### src/rtl/div_ctrl_pkg.sv
// Shared definitions for the divider issue controller: FSM encoding,
// watchdog counter width and the default watchdog limit.
package div_ctrl_pkg;

  localparam int WD_W        = 6;
  localparam int TIMEOUT_DEF = 40;

  typedef logic [1:0] state_t;

  localparam state_t ST_IDLE = 2'd0;
  localparam state_t ST_RUN  = 2'd1;
  localparam state_t ST_GAP  = 2'd2;

endpackage

### src/rtl/hilo_reg.sv
// Architectural HI/LO registers. Two write sources: a divide result
// capture and the MTHI/MTLO direct port. Capture wins per register.
module hilo_reg (
  input  logic        clk,
  input  logic        rst_n,
  input  logic        cap_en,
  input  logic [31:0] cap_hi,
  input  logic [31:0] cap_lo,
  input  logic        hi_we,
  input  logic        lo_we,
  input  logic [31:0] wdata,
  output logic [31:0] hi,
  output logic [31:0] lo
);

  // HI/LO update: capture has priority over the direct write
  always_ff @(posedge clk or negedge rst_n) begin
    if (!rst_n) begin
      hi <= '0;
      lo <= '0;
    end else begin
      if (cap_en)     hi <= cap_hi;
      else if (hi_we) hi <= wdata;
      if (cap_en)     lo <= cap_lo;
      else if (lo_we) lo <= wdata;
    end
  end

endmodule

### src/rtl/div_ctrl.sv
// Issue-side controller for the iterative radix-2 divider.
//
//   state | meaning
//   IDLE  | ready for a DIV/DIVU request
//   RUN   | div held high, waiting for div_complete (watchdog running)
//   GAP   | div low for one edge so the divider sees the end of the op
module div_ctrl import div_ctrl_pkg::*; #(
  parameter int TIMEOUT = TIMEOUT_DEF
) (
  input  logic        div_clk,
  input  logic        resetn,
  input  logic        issue_valid,
  output logic        issue_ready,
  input  logic        op_signed,
  input  logic [31:0] src_x,
  input  logic [31:0] src_y,
  input  logic        flush,
  output logic        div,
  output logic        div_signed,
  output logic [31:0] div_x,
  output logic [31:0] div_y,
  input  logic [31:0] div_s,
  input  logic [31:0] div_r,
  input  logic        div_complete,
  input  logic        hi_we,
  input  logic        lo_we,
  input  logic [31:0] hilo_wdata,
  output logic [31:0] hi,
  output logic [31:0] lo,
  output logic        busy,
  output logic        result_valid,
  output logic        timeout_err
);

  state_t            state, state_nxt;
  logic [WD_W-1:0]   wd_cnt;
  logic              in_run;
  logic              accept;
  logic              capture;
  logic              wd_hit;
  logic              abort;

  assign in_run  = (state == ST_RUN);
  assign accept  = issue_valid && (state == ST_IDLE) && !flush;
  // flush beats a completing divide; a completion beats a coincident watchdog hit
  assign capture = in_run && !flush && div_complete;
  assign wd_hit  = in_run && (wd_cnt == WD_W'(TIMEOUT - 1));
  assign abort   = wd_hit && !flush && !div_complete;

  assign div         = in_run;
  assign busy        = (state != ST_IDLE);
  assign issue_ready = (state == ST_IDLE);

  // next-state selection
  always_comb begin
    state_nxt = state;
    case (state)
      ST_IDLE: if (accept) state_nxt = ST_RUN;
      ST_RUN:  if (flush || div_complete || wd_hit) state_nxt = ST_GAP;
      ST_GAP:  state_nxt = ST_IDLE;
      default: state_nxt = ST_IDLE;
    endcase
  end

  // state, operand latch, watchdog and status flags
  always_ff @(posedge div_clk or negedge resetn) begin
    if (!resetn) begin
      state        <= ST_IDLE;
      wd_cnt       <= '0;
      div_x        <= '0;
      div_y        <= '0;
      div_signed   <= 1'b0;
      result_valid <= 1'b0;
      timeout_err  <= 1'b0;
    end else begin
      state        <= state_nxt;
      result_valid <= capture;
      if (abort) timeout_err <= 1'b1;
      if (accept) begin
        div_x      <= src_x;
        div_y      <= src_y;
        div_signed <= op_signed;
        wd_cnt     <= '0;
      end else if (in_run) begin
        wd_cnt <= wd_cnt + 1'b1;
      end
    end
  end

  hilo_reg u_hilo (
    .clk    (div_clk),
    .rst_n  (resetn),
    .cap_en (capture),
    .cap_hi (div_r),
    .cap_lo (div_s),
    .hi_we  (hi_we),
    .lo_we  (lo_we),
    .wdata  (hilo_wdata),
    .hi     (hi),
    .lo     (lo)
  );

endmodule

### config.mk
export PLATFORM = sky130hd
export DESIGN_NAME = div_ctrl
export DESIGN_NICKNAME = d
export VERILOG_FILES = /design/src/rtl/div_ctrl_pkg.sv /design/src/rtl/hilo_reg.sv /design/src/rtl/div_ctrl.sv
export SDC_FILE = /design/constraint.sdc
export NUM_CORES = 1
export LEC_CHECK = 0
export CORE_UTILIZATION = 36
export CTS_BUF_LIST = sky130_fd_sc_hd__clkbuf_16
export CTS_CLUSTER_DIAMETER = 30
export CTS_CLUSTER_SIZE = 14
export DETAILED_ROUTE_END_ITERATION = 6
export GPL_ROUTABILITY_DRIVEN = 0
export PLACE_DENSITY = 0.77
export REMOVE_ABC_BUFFERS = 1
export SETUP_SLACK_MARGIN = 0.02
export SLEW_MARGIN = 40
export SYNTH_ARGS = -nofsm -noshare
export SYNTH_HDL_FRONTEND = slang
export SYNTH_SLANG_ARGS = --single-unit
### constraint.sdc
create_clock -name div_clk -period 1.4 [get_ports div_clk]
set_input_delay 0.42 -clock div_clk [delete_from_list [all_inputs] [get_ports div_clk]]
set_output_delay 0.42 -clock div_clk [all_outputs]
set_load 0.005 [all_outputs]
==> metrics.cfg, run 1 <==
[global_routing]
global_route.overflow_total = 0
grtUsageTotal_pct = 24.0
antenna_found_initial = 0
grt_pass1_vias = 5733
grt_max_degree = 43
grt_pass1_wl_um = 30200

[timing]
maxSlewViolCount = 0
clock.fmax_mhz = 561
timing.final.crit_period_ns = 1.78
finalSetupViolations = 140
fin_worst_skew_ns = 0.00761
worst_slew_pin_slew_ns = 0.323
timing.final.crit_share_pct = 127
hold_viol_final = 0
setup_slack_ns = -0.381
rsz0062_at_grt = true
relSlewSlack_pct = 78.4
tns_ns = -38.72

[clock_tree]
cts_sinks = 139
clk_pin_slew_worst_paths_ns = 0.06
cts_tree = done
numCtsBuffers = 17
cts_max_level = 4
clk_latency_ns = 0.41
cts_max_path_buffers = 2
cts-root-buf = clkbuf_16

[floorplan]
pin_count = 302
initial_utilization_pct = 36.8
rows = 46
die_y_um = 129
core_area_sq_mm = 0.0158
die_x_um = 129
dieArea_sq_mm = 0.0167

[run_status]
status = finished with violations
violations = negative setup slack

[layout]
final_core_util_pct = 68.9
drive_gt1_share_pct = 39.7
area_delta_synth_final_pct = 87.6
nets = 1158
num_antenna_cells = 0
fillers = 1159

[synth]
yosys_warnings = 0
synth.area.top_cells = dfrtp_1, nand2_1, mux2i_1, o21ai_0, clkbuf_1
ys_seq_area_share_pct = 59.8
yosysMostFrequentCell = nand2_1
netlist_area_sq_mm = 0.00582
ys_types = 28
ys.flop_type = dfrtp_1
synth_edf_count = 0
synth_common_cells = nand2_1, dfrtp_1, mux2i_1
async_reset_ff_share_pct = 100
synth_top_area_cell = dfrtp_1
yosysTopAreaCellShare_pct = 59.8
syn_area_per_cell_sq_um = 9.79
synth_seq_cells = 139
syn_inst = 594

[setup_path]
reg2reg_slack_ns = -0.38
crit_chain = buf_6, buf_6, or4b_4, buf_6, o211ai_1, o31ai_1
reg2reg_to = wd_cnt[4]
critPathTopFamily = simple AND/OR/NAND/NOR gates
crit_slowest_cell = or4b_4
slowest_delay_ns = 0.66
path_class = reg -> reg
r2r-start = state[1]
crit_path_end_kind = register
start_kind = register
path_common_cell = buf_6
rr_worst_depth = 6
cp.depth = 6
cp_max_fo = 5
arrival_ns = 2.06
cp.required_ns = 1.68
worst-path-buf-inv = 3

[drt]
wl_um = 21700
drtIter0Drc = 232
vias_per_cell = 4.82
wire_per_inst_um = 17.8
vias = 5863
drc = 0
firstDrtPassIters = 4
antenna_left = 0

[flow_run]
drv_cap = 0

[min_path]
hp-class = in -> async

[place]
portBuffers = 301
dp_hpwl_um = 12800

[power_and_ir_drop]
p_per_area_mw_per_mm2 = 1250
vdd_drop_max_uv = 889
power.leakage_uw = 0.00550

-- routing by layer --
metal	GRT usage, %	share of wire (%)	wire (um)	vias up
li1	-	-	-	2740
met1	27.4	38	8300	2820
met2	41.5	50	10900	263
met3	8.46	8.9	1920	40
met4	8.24	2.5	537	0
met5	0	0	0	-
-- metrics by stage --
| stage | setup slack, ns | hold WS (ns) | total power, uW | std cells | area, sq um |
|---|---|---|---|---|---|
| after floorplan | -2.18 | 0.124 | 5980 | 556 | 5640 |
| after global placement | -0.665 | 0.308 | 8390 | 1107 | 9350 |
| after detailed placement | -0.722 | 0.307 | 8450 | 1107 | 9350 |
| after CTS | -0.365 | 0.434 | 13300 | 1201 | 10200 |
| after global routing | -0.417 | 0.463 | 14300 | 1217 | 10900 |
| final | -0.381 | 0.441 | 13700 | 1217 | 10900 |
-- registers in the layout, summed over array words and instances, names as in the netlist --
signal and flops:
div_signed 1, div_x 32, div_y 32, result_valid 1
state 2, timeout_err 1, u_hilo.hi 32, u_hilo.lo 32
wd_cnt 6
-- repair_timing --
action                                  CTS  global route
buffers inserted                         49            23
resized for setup                       613           189
hold endpoints to repair                 19             0
cloned                                   13             7
pin swaps                                14            72
hold buffers                              1             0
endpoints found under the setup margin  270           168
-- worst max-delay path by stage --
| stage | start | endpoint | slack, ns |
|---|---|---|---|
| global route | state[1] | wd_cnt[4] | -0.42 |
| global placement | issue_valid | div_x[19] | -0.67 |
| detailed placement | issue_valid | div_x[0] | -0.72 |
| finish | state[1] | wd_cnt[4] | -0.38 |
| floorplan | state[1] | state[0] | -2.18 |
| CTS | state[0] | wd_cnt[4] | -0.36 |
-- kinds of logic after synthesis --
kind of cell / Yosys count / share of synthesized area [%]
buffers and inverters: 40 / 3.25
adder cells (fa/ha/maj): 1 / 0.215
AO/OA/AOI/OAI: 71 / 6.47
AND/OR/NAND/NOR: 275 / 18.6
XOR/XNOR: 2 / 0.301
flip-flops: 139 / 59.8
multiplexers: 66 / 11.4
-- cell type report --
cell class	count	area (sq um)	area share, %
clock inverters	14	226	2.08
multi-input cells	416	2730	25.0
inverters	2	7.51	0.0688
clock buffers	17	425	3.90
repair buffers	413	3770	34.6
well taps	216	270	2.48
flip-flops and latches	139	3480	31.9
-- cell usage in the layout, fill, tap and decap left out, types with 18 or more instances in the layout --
master / instances
buf_12: 18
buf_2: 134
buf_4: 54
buf_6: 25
clkbuf_16: 24
clkdlybuf4s50_1: 163
dfrtp_1: 138
mux2i_1: 65
nand2_1: 209
nand2_2: 25
nand2_4: 27
o21ai_2: 52
-- report_power, final --
group / internal [uW] / switching (uW)
clock network: 3310 / 1720
registers: 4730 / 388
logic: 1990 / 1540
total: 10000 / 3640
(Power assumes the default switching activity.)
==> run 2: changes to the inputs <==
--- a/config.mk
+++ b/config.mk
@@ -11,6 +11,7 @@
 export CTS_CLUSTER_SIZE = 14
 export DETAILED_ROUTE_END_ITERATION = 6
 export GPL_ROUTABILITY_DRIVEN = 0
+export GPL_TIMING_DRIVEN = 0
 export PLACE_DENSITY = 0.77
 export REMOVE_ABC_BUFFERS = 1
 export SETUP_SLACK_MARGIN = 0.02
==> run 2 against run 1 <==
- the flow still finishes with violations (negative setup slack)
- critical path depth fell by 1
- final cell count rose by 0.41%
- clock power fell by 14%
- critical endpoint is now div_x[1]
- combinational power barely moved
- non-clock buffer count rose by 3
==> metrics.cfg, run 2 (synthesized netlist as in run 1, its figures left out) <==
[drt]
vias = 6006  ; +2.4%
firstDrtPassIters = 5  ; +1
wl_um = 23600  ; +8.9%
vias_per_cell = 4.91  ; +2.0%
wire_per_inst_um = 19.3  ; +8.5%
drc = 0  ; unchanged
antenna_left = 0  ; unchanged
drtIter0Drc = 234  ; +0.86%

[global_routing]
grt_pass1_vias = 5818  ; +1.5%
global_route.overflow_total = 0  ; unchanged
grt_pass1_wl_um = 31300  ; +3.7%
grt_max_degree = 72  ; +67%
grtUsageTotal_pct = 24.8  ; +0.86 points
antenna_found_initial = 0  ; unchanged

[timing]
rsz0062_at_grt = true
clock.fmax_mhz = 589  ; +5.0%
timing.final.crit_period_ns = 1.70  ; -0.0840 ns
fin_worst_skew_ns = 0.00812  ; +0.000505 ns
maxSlewViolCount = 0  ; unchanged
setup_slack_ns = -0.297  ; +0.0840 ns
fin_worst_hold_slack_ns = 0.426  ; -0.0152 ns
relSlewSlack_pct = 60.0  ; -18 points
tns_ns = -28.93  ; +9.79 ns
worst_slew_pin_slew_ns = 0.601  ; +0.278 ns
hold_viol_final = 0  ; unchanged
finalSetupViolations = 137  ; -2.1%
timing.final.crit_share_pct = 121  ; -6.0 points

[clock_tree]
cts_max_path_buffers = 2  ; unchanged
cts_tree = done
numCtsBuffers = 17  ; unchanged
clk_pin_slew_worst_paths_ns = 0.06  ; about the same
cts_max_level = 4  ; unchanged
clk_latency_ns = 0.41  ; about the same
cts-root-buf = clkbuf_16
cts_sinks = 139  ; unchanged

[setup_path]
reg2reg_slack_ns = -0.30  ; +0.08 ns
arrival_ns = 2.00  ; -0.06 ns
rr_worst_depth = 5  ; -1
cp.required_ns = 1.70  ; +0.02 ns
cp_max_fo = 26  ; +21
start_kind = register
crit_path_end_kind = register
path_class = reg -> reg

[layout]
layout_commonest_cell = nand2_1
layout_common_cells = nand2_1, clkdlybuf4s50_1, dfrtp_1, buf_2, mux2i_1
fillers = 1103  ; -4.8%
final_core_util_pct = 69.4  ; +0.46 points
drive_gt1_share_pct = 42.5  ; +2.9 points
nets = 1162  ; +0.35%
num_antenna_cells = 0  ; unchanged
area_delta_synth_final_pct = 88.9

[run_status]
violations = negative setup slack
status = finished with violations

[flow_run]
drv_cap = 0  ; unchanged

[floorplan]
pin_count = 302  ; unchanged
initial_utilization_pct = 36.8  ; unchanged
rows = 46  ; unchanged
die_x_um = 129  ; unchanged
dieArea_sq_mm = 0.0167  ; unchanged
die_y_um = 129  ; unchanged
core_area_sq_mm = 0.0158  ; unchanged

[place]
pre_cts_ws_ns = -1.21  ; -0.485 ns
dp_hpwl_um = 12500  ; -2.3%
portBuffers = 301  ; unchanged

[power_and_ir_drop]
power_uw = 13000  ; -4.7%
vdd_drop_max_uv = 950  ; +6.9%
p_per_area_mw_per_mm2 = 1190  ; -5.3%
power.leakage_uw = 0.00556  ; +1.3%

[min_path]
hp-class = in -> reg
min_path_cells = 3

run 2: path summary, 6_finish.rpt:
check	startpoint	endpoint
setup / recovery	state[1]	div_x[1]
hold reg to reg	div_y[9]	div_y[9]
setup reg to reg	state[1]	div_x[1]
min in group asynchronous	resetn	div_x[4]
hold / removal	lo_we	u_hilo.lo[26]
max in group asynchronous	resetn	u_hilo.lo[25]
run 2: worst max-delay path: stages, from the launching register on:
cell,delay (ns)
dfrtp_2,0.43
buf_6,0.14
or4b_4,0.63
buf_16,0.21
nand2_1,0.11
nand2_2,0.06
run 2: power by group:
group	internal, uW	switching (uW)
registers	4730	416
logic	1970	1590
clock network	2590	1750
run 2: cell type report:
cell class	count	area, sq um	area share, %
Inverter	2	7.51	0.0683
Sequential cell	139	3480	31.7
Tap cell	216	270	2.46
Multi-Input combinational cell	417	2860	26.0
Clock buffer	17	425	3.87
Clock inverter	15	134	1.22
Timing Repair Buffer	416	3810	34.7
run 2: metal layers:
metal / vias up / GRT usage, % / routed length (um)
li1: 2752 / - / -
met1: 2951 / 27.2 / 8830
met2: 263 / 43.6 / 12300
met3: 40 / 8.88 / 1950
met4: 0 / 10.0 / 518
met5: - / 0 / 0
run 2: timing repair:
item                                    in CTS  in global routing
endpoints found under the setup margin     259                246
buffers inserted                            61                 36
pin swaps                                   68                 55
endpoints found under the hold margin       49                  0
cloned                                      14                  4
hold buffers                                 1                  0
gates resized for setup                    698                148
run 2: per-stage QoR:
step | instances | instance area (sq um)
6_report | 1222 | 11000
5_1_grt | 1222 | 11000
4_1_cts | 1193 | 10300
3_5_place_dp | 1086 | 9100
3_3_place_gp | 1073 | 8920
2_1_floorplan | 556 | 5640
==> run 3: changes to the inputs <==
--- a/config.mk
+++ b/config.mk
@@ -5,14 +5,16 @@
 export SDC_FILE = /design/constraint.sdc
 export NUM_CORES = 1
 export LEC_CHECK = 0
-export CORE_UTILIZATION = 36
+export CELL_PAD_IN_SITES_DETAIL_PLACEMENT = 0
+export CELL_PAD_IN_SITES_GLOBAL_PLACEMENT = 1
+export CORE_UTILIZATION = 26
 export CTS_BUF_LIST = sky130_fd_sc_hd__clkbuf_16
 export CTS_CLUSTER_DIAMETER = 30
 export CTS_CLUSTER_SIZE = 14
 export DETAILED_ROUTE_END_ITERATION = 6
 export GPL_ROUTABILITY_DRIVEN = 0
 export GPL_TIMING_DRIVEN = 0
-export PLACE_DENSITY = 0.77
+export PLACE_DENSITY_LB_ADDON = 0.1
 export REMOVE_ABC_BUFFERS = 1
 export SETUP_SLACK_MARGIN = 0.02
 export SLEW_MARGIN = 40
==> run 3 against run 2 <==
- the run still ends with negative setup slack left
- register-to-register slack better by 0.04 ns
- fmax up 2.4%
- cell area about the same
- highest routed layer unchanged
==> metrics.cfg, run 3 (synthesized netlist as in run 1, its figures left out) <==
[run_status]
status = finished with violations
violations = negative setup slack

[timing]
timing.final.crit_share_pct = 118  ; -2.8 points
timing.final.crit_period_ns = 1.66  ; -0.0391 ns
maxSlewViolCount = 0  ; unchanged
setup_slack_ns = -0.258  ; +0.0391 ns
hold_viol_final = 0  ; unchanged
fin_worst_skew_ns = 0.00945  ; +0.00133 ns
finalSetupViolations = 133  ; -2.9%
rsz0062_at_grt = true
clock.fmax_mhz = 603  ; +2.4%
worst_slew_pin_slew_ns = 0.495  ; -0.105 ns
relSlewSlack_pct = 67.0  ; +7.0 points

[clock_tree]
cts_sinks = 139  ; unchanged
cts_tree = done
cts-root-buf = clkbuf_16
cts_max_path_buffers = 2  ; unchanged
cts_max_level = 4  ; unchanged
clk_pin_slew_worst_paths_ns = 0.06  ; about the same
clk_latency_ns = 0.42  ; about the same
numCtsBuffers = 17  ; unchanged

[layout]
nets = 1176  ; +1.2%
drive_gt1_share_pct = 40.0  ; -2.5 points
instances_no_fill = 1300  ; +6.4%
fillers = 2040  ; +85%
layout_commonest_cell = nand2_1
area_delta_synth_final_pct = 89.0  ; about the same
layout_common_cells = nand2_1, clkdlybuf4s50_1, dfrtp_1, buf_2, buf_4
num_antenna_cells = 0  ; unchanged

[floorplan]
die_y_um = 152  ; +17%
core_area_sq_mm = 0.0219  ; +38%
die_x_um = 152  ; +17%
pin_count = 302  ; unchanged
dieArea_sq_mm = 0.0230  ; +38%
initial_utilization_pct = 26.6  ; -10 points
rows = 54  ; +17%

[setup_path]
path_class = reg -> reg
cp.required_ns = 1.70  ; about the same
cp_max_fo = 37  ; +42%
arrival_ns = 1.96  ; -0.04 ns
start_kind = register
worst-path-buf-inv = 2  ; unchanged
crit_slowest_cell = or4b_4
slowest_delay_ns = 0.60  ; -0.03 ns
path_common_cell = nand2_1
crit_chain = buf_6, or4b_4, buf_12, nand2_1, nand2_1
critPathTopFamily = simple AND/OR/NAND/NOR gates
crit_path_end_kind = register

[drt]
wl_met1_um = 9580  ; +8.5%
dr_wl_met3_um = 2010  ; +3.0%
vias_per_cell = 4.44  ; -9.7%
firstDrtPassIters = 4  ; -1
drtIter0Drc = 123  ; -47%
maxUsedRoutingLayer = met4
wl_um = 22400  ; -5.0%
vias = 5767  ; -4.0%
routed-wl-met2_um = 10500  ; -15%
antenna_left = 0  ; unchanged
drc = 0  ; unchanged
wire_per_inst_um = 17.2  ; -11%

[power_and_ir_drop]
p_int_uw = 9390  ; +1.1%
p_seq_share_pct = 38.9  ; -0.5 points
switching_share_pct = 28.6  ; -0.19 points
p_comb_share_pct = 26.9  ; -0.4 points
p_sw_uw = 3760  ; +0.12%
clkPwrFrac_pct = 34.2  ; +1.0 points
vdd_drop_max_uv = 796  ; -16%
power.leakage_uw = 0.00550  ; -1.1%
power_uw = 13100  ; +0.80%
p_per_area_mw_per_mm2 = 1200  ; +0.72%

[global_routing]
grtUsageTotal_pct = 18.8  ; -6.0 points
grt_pass1_vias = 5837  ; +0.33%
grt_max_degree = 55  ; -24%
global_route.overflow_total = 0  ; unchanged
antenna_found_initial = 0  ; unchanged
grt_pass1_wl_um = 32500  ; +3.8%

[place]
portBuffers = 301  ; unchanged
dp_hpwl_um = 13700  ; +9.3%
dp_cells = 1152  ; +6.1%
pre_cts_ws_ns = -0.964  ; +0.243 ns

[min_path]
hp-class = in -> reg

[flow_run]
drv_cap = 0  ; unchanged

run 3: tightest hold or removal path, cell delays in order:
cell and delay [ns]:
buf_4 0.19, mux2i_1 0.11, o21ai_2 0.10
run 3: metal layers:
metal / up-vias / GRT usage (%)
li1: 2794 / -
met1: 2731 / 23.4
met2: 219 / 30.4
met3: 23 / 6.71
met4: 0 / 5.74
met5: - / 0
run 3: path summary, 6_finish.rpt:
| check | startpoint | end | slack [ns] | depth (start not counted) |
|---|---|---|---|---|
| max in group asynchronous | resetn | state[0] | 0.35 | 3 |
| max | state[1] | div_x[21] | -0.26 | 5 |
| min reg2reg | div_y[8] | div_y[8] | 0.46 | 2 |
| max reg2reg | state[1] | div_x[21] | -0.26 | 5 |
| min | lo_we | u_hilo.lo[5] | 0.44 | 3 |
| min in group asynchronous | resetn | u_hilo.hi[26] | 0.46 | 2 |
run 3: per-stage QoR:
| step | area [sq um] | TNS, ns | util [%] | hold slack (ns) |
|---|---|---|---|---|
| finish | 11000 | -20.96 | 50.2 | 0.444 |
| global route | 11000 | -26.97 | 50.2 | 0.435 |
| CTS | 10400 | -26.42 | 47.6 | 0.418 |
| detailed placement | 9270 | -96.32 | 42.3 | 0.310 |
| global placement | 9000 | -1332.56 | 41.1 | 0.458 |
| floorplan | 5640 | -252.15 | - | 0.124 |
run 3: power groups by stage:
stage | Combinational, uW | Clock [uW] | Sequential (uW)
2_1_floorplan | 750 | 0 | 5230
3_3_place_gp | 3120 | 0 | 5170
3_5_place_dp | 3180 | 0 | 5200
4_1_cts | 3100 | 4610 | 5110
5_1_grt | 3880 | 4790 | 5190
6_report | 3540 | 4500 | 5110
run 3: repair_timing:
action	in CTS	in global routing
pin swaps	62	38
gates cloned	16	4
resized for setup	674	128
endpoints found under the hold margin	32	0
endpoints found under the setup margin	271	252
buffers inserted	59	49
hold buffers	1	0
run 3: area by class of cell:
| class | count | area, sq um | share of cell area (%) |
|---|---|---|---|
| clock buffer | 17 | 425 | 3.87 |
| clock inverter | 15 | 151 | 1.38 |
| sequential | 139 | 3480 | 31.7 |
| multi-input combinational | 419 | 2710 | 24.7 |
| inverter | 2 | 7.51 | 0.0683 |
| timing repair buffer | 428 | 3870 | 35.2 |
| tap | 280 | 350 | 3.19 |
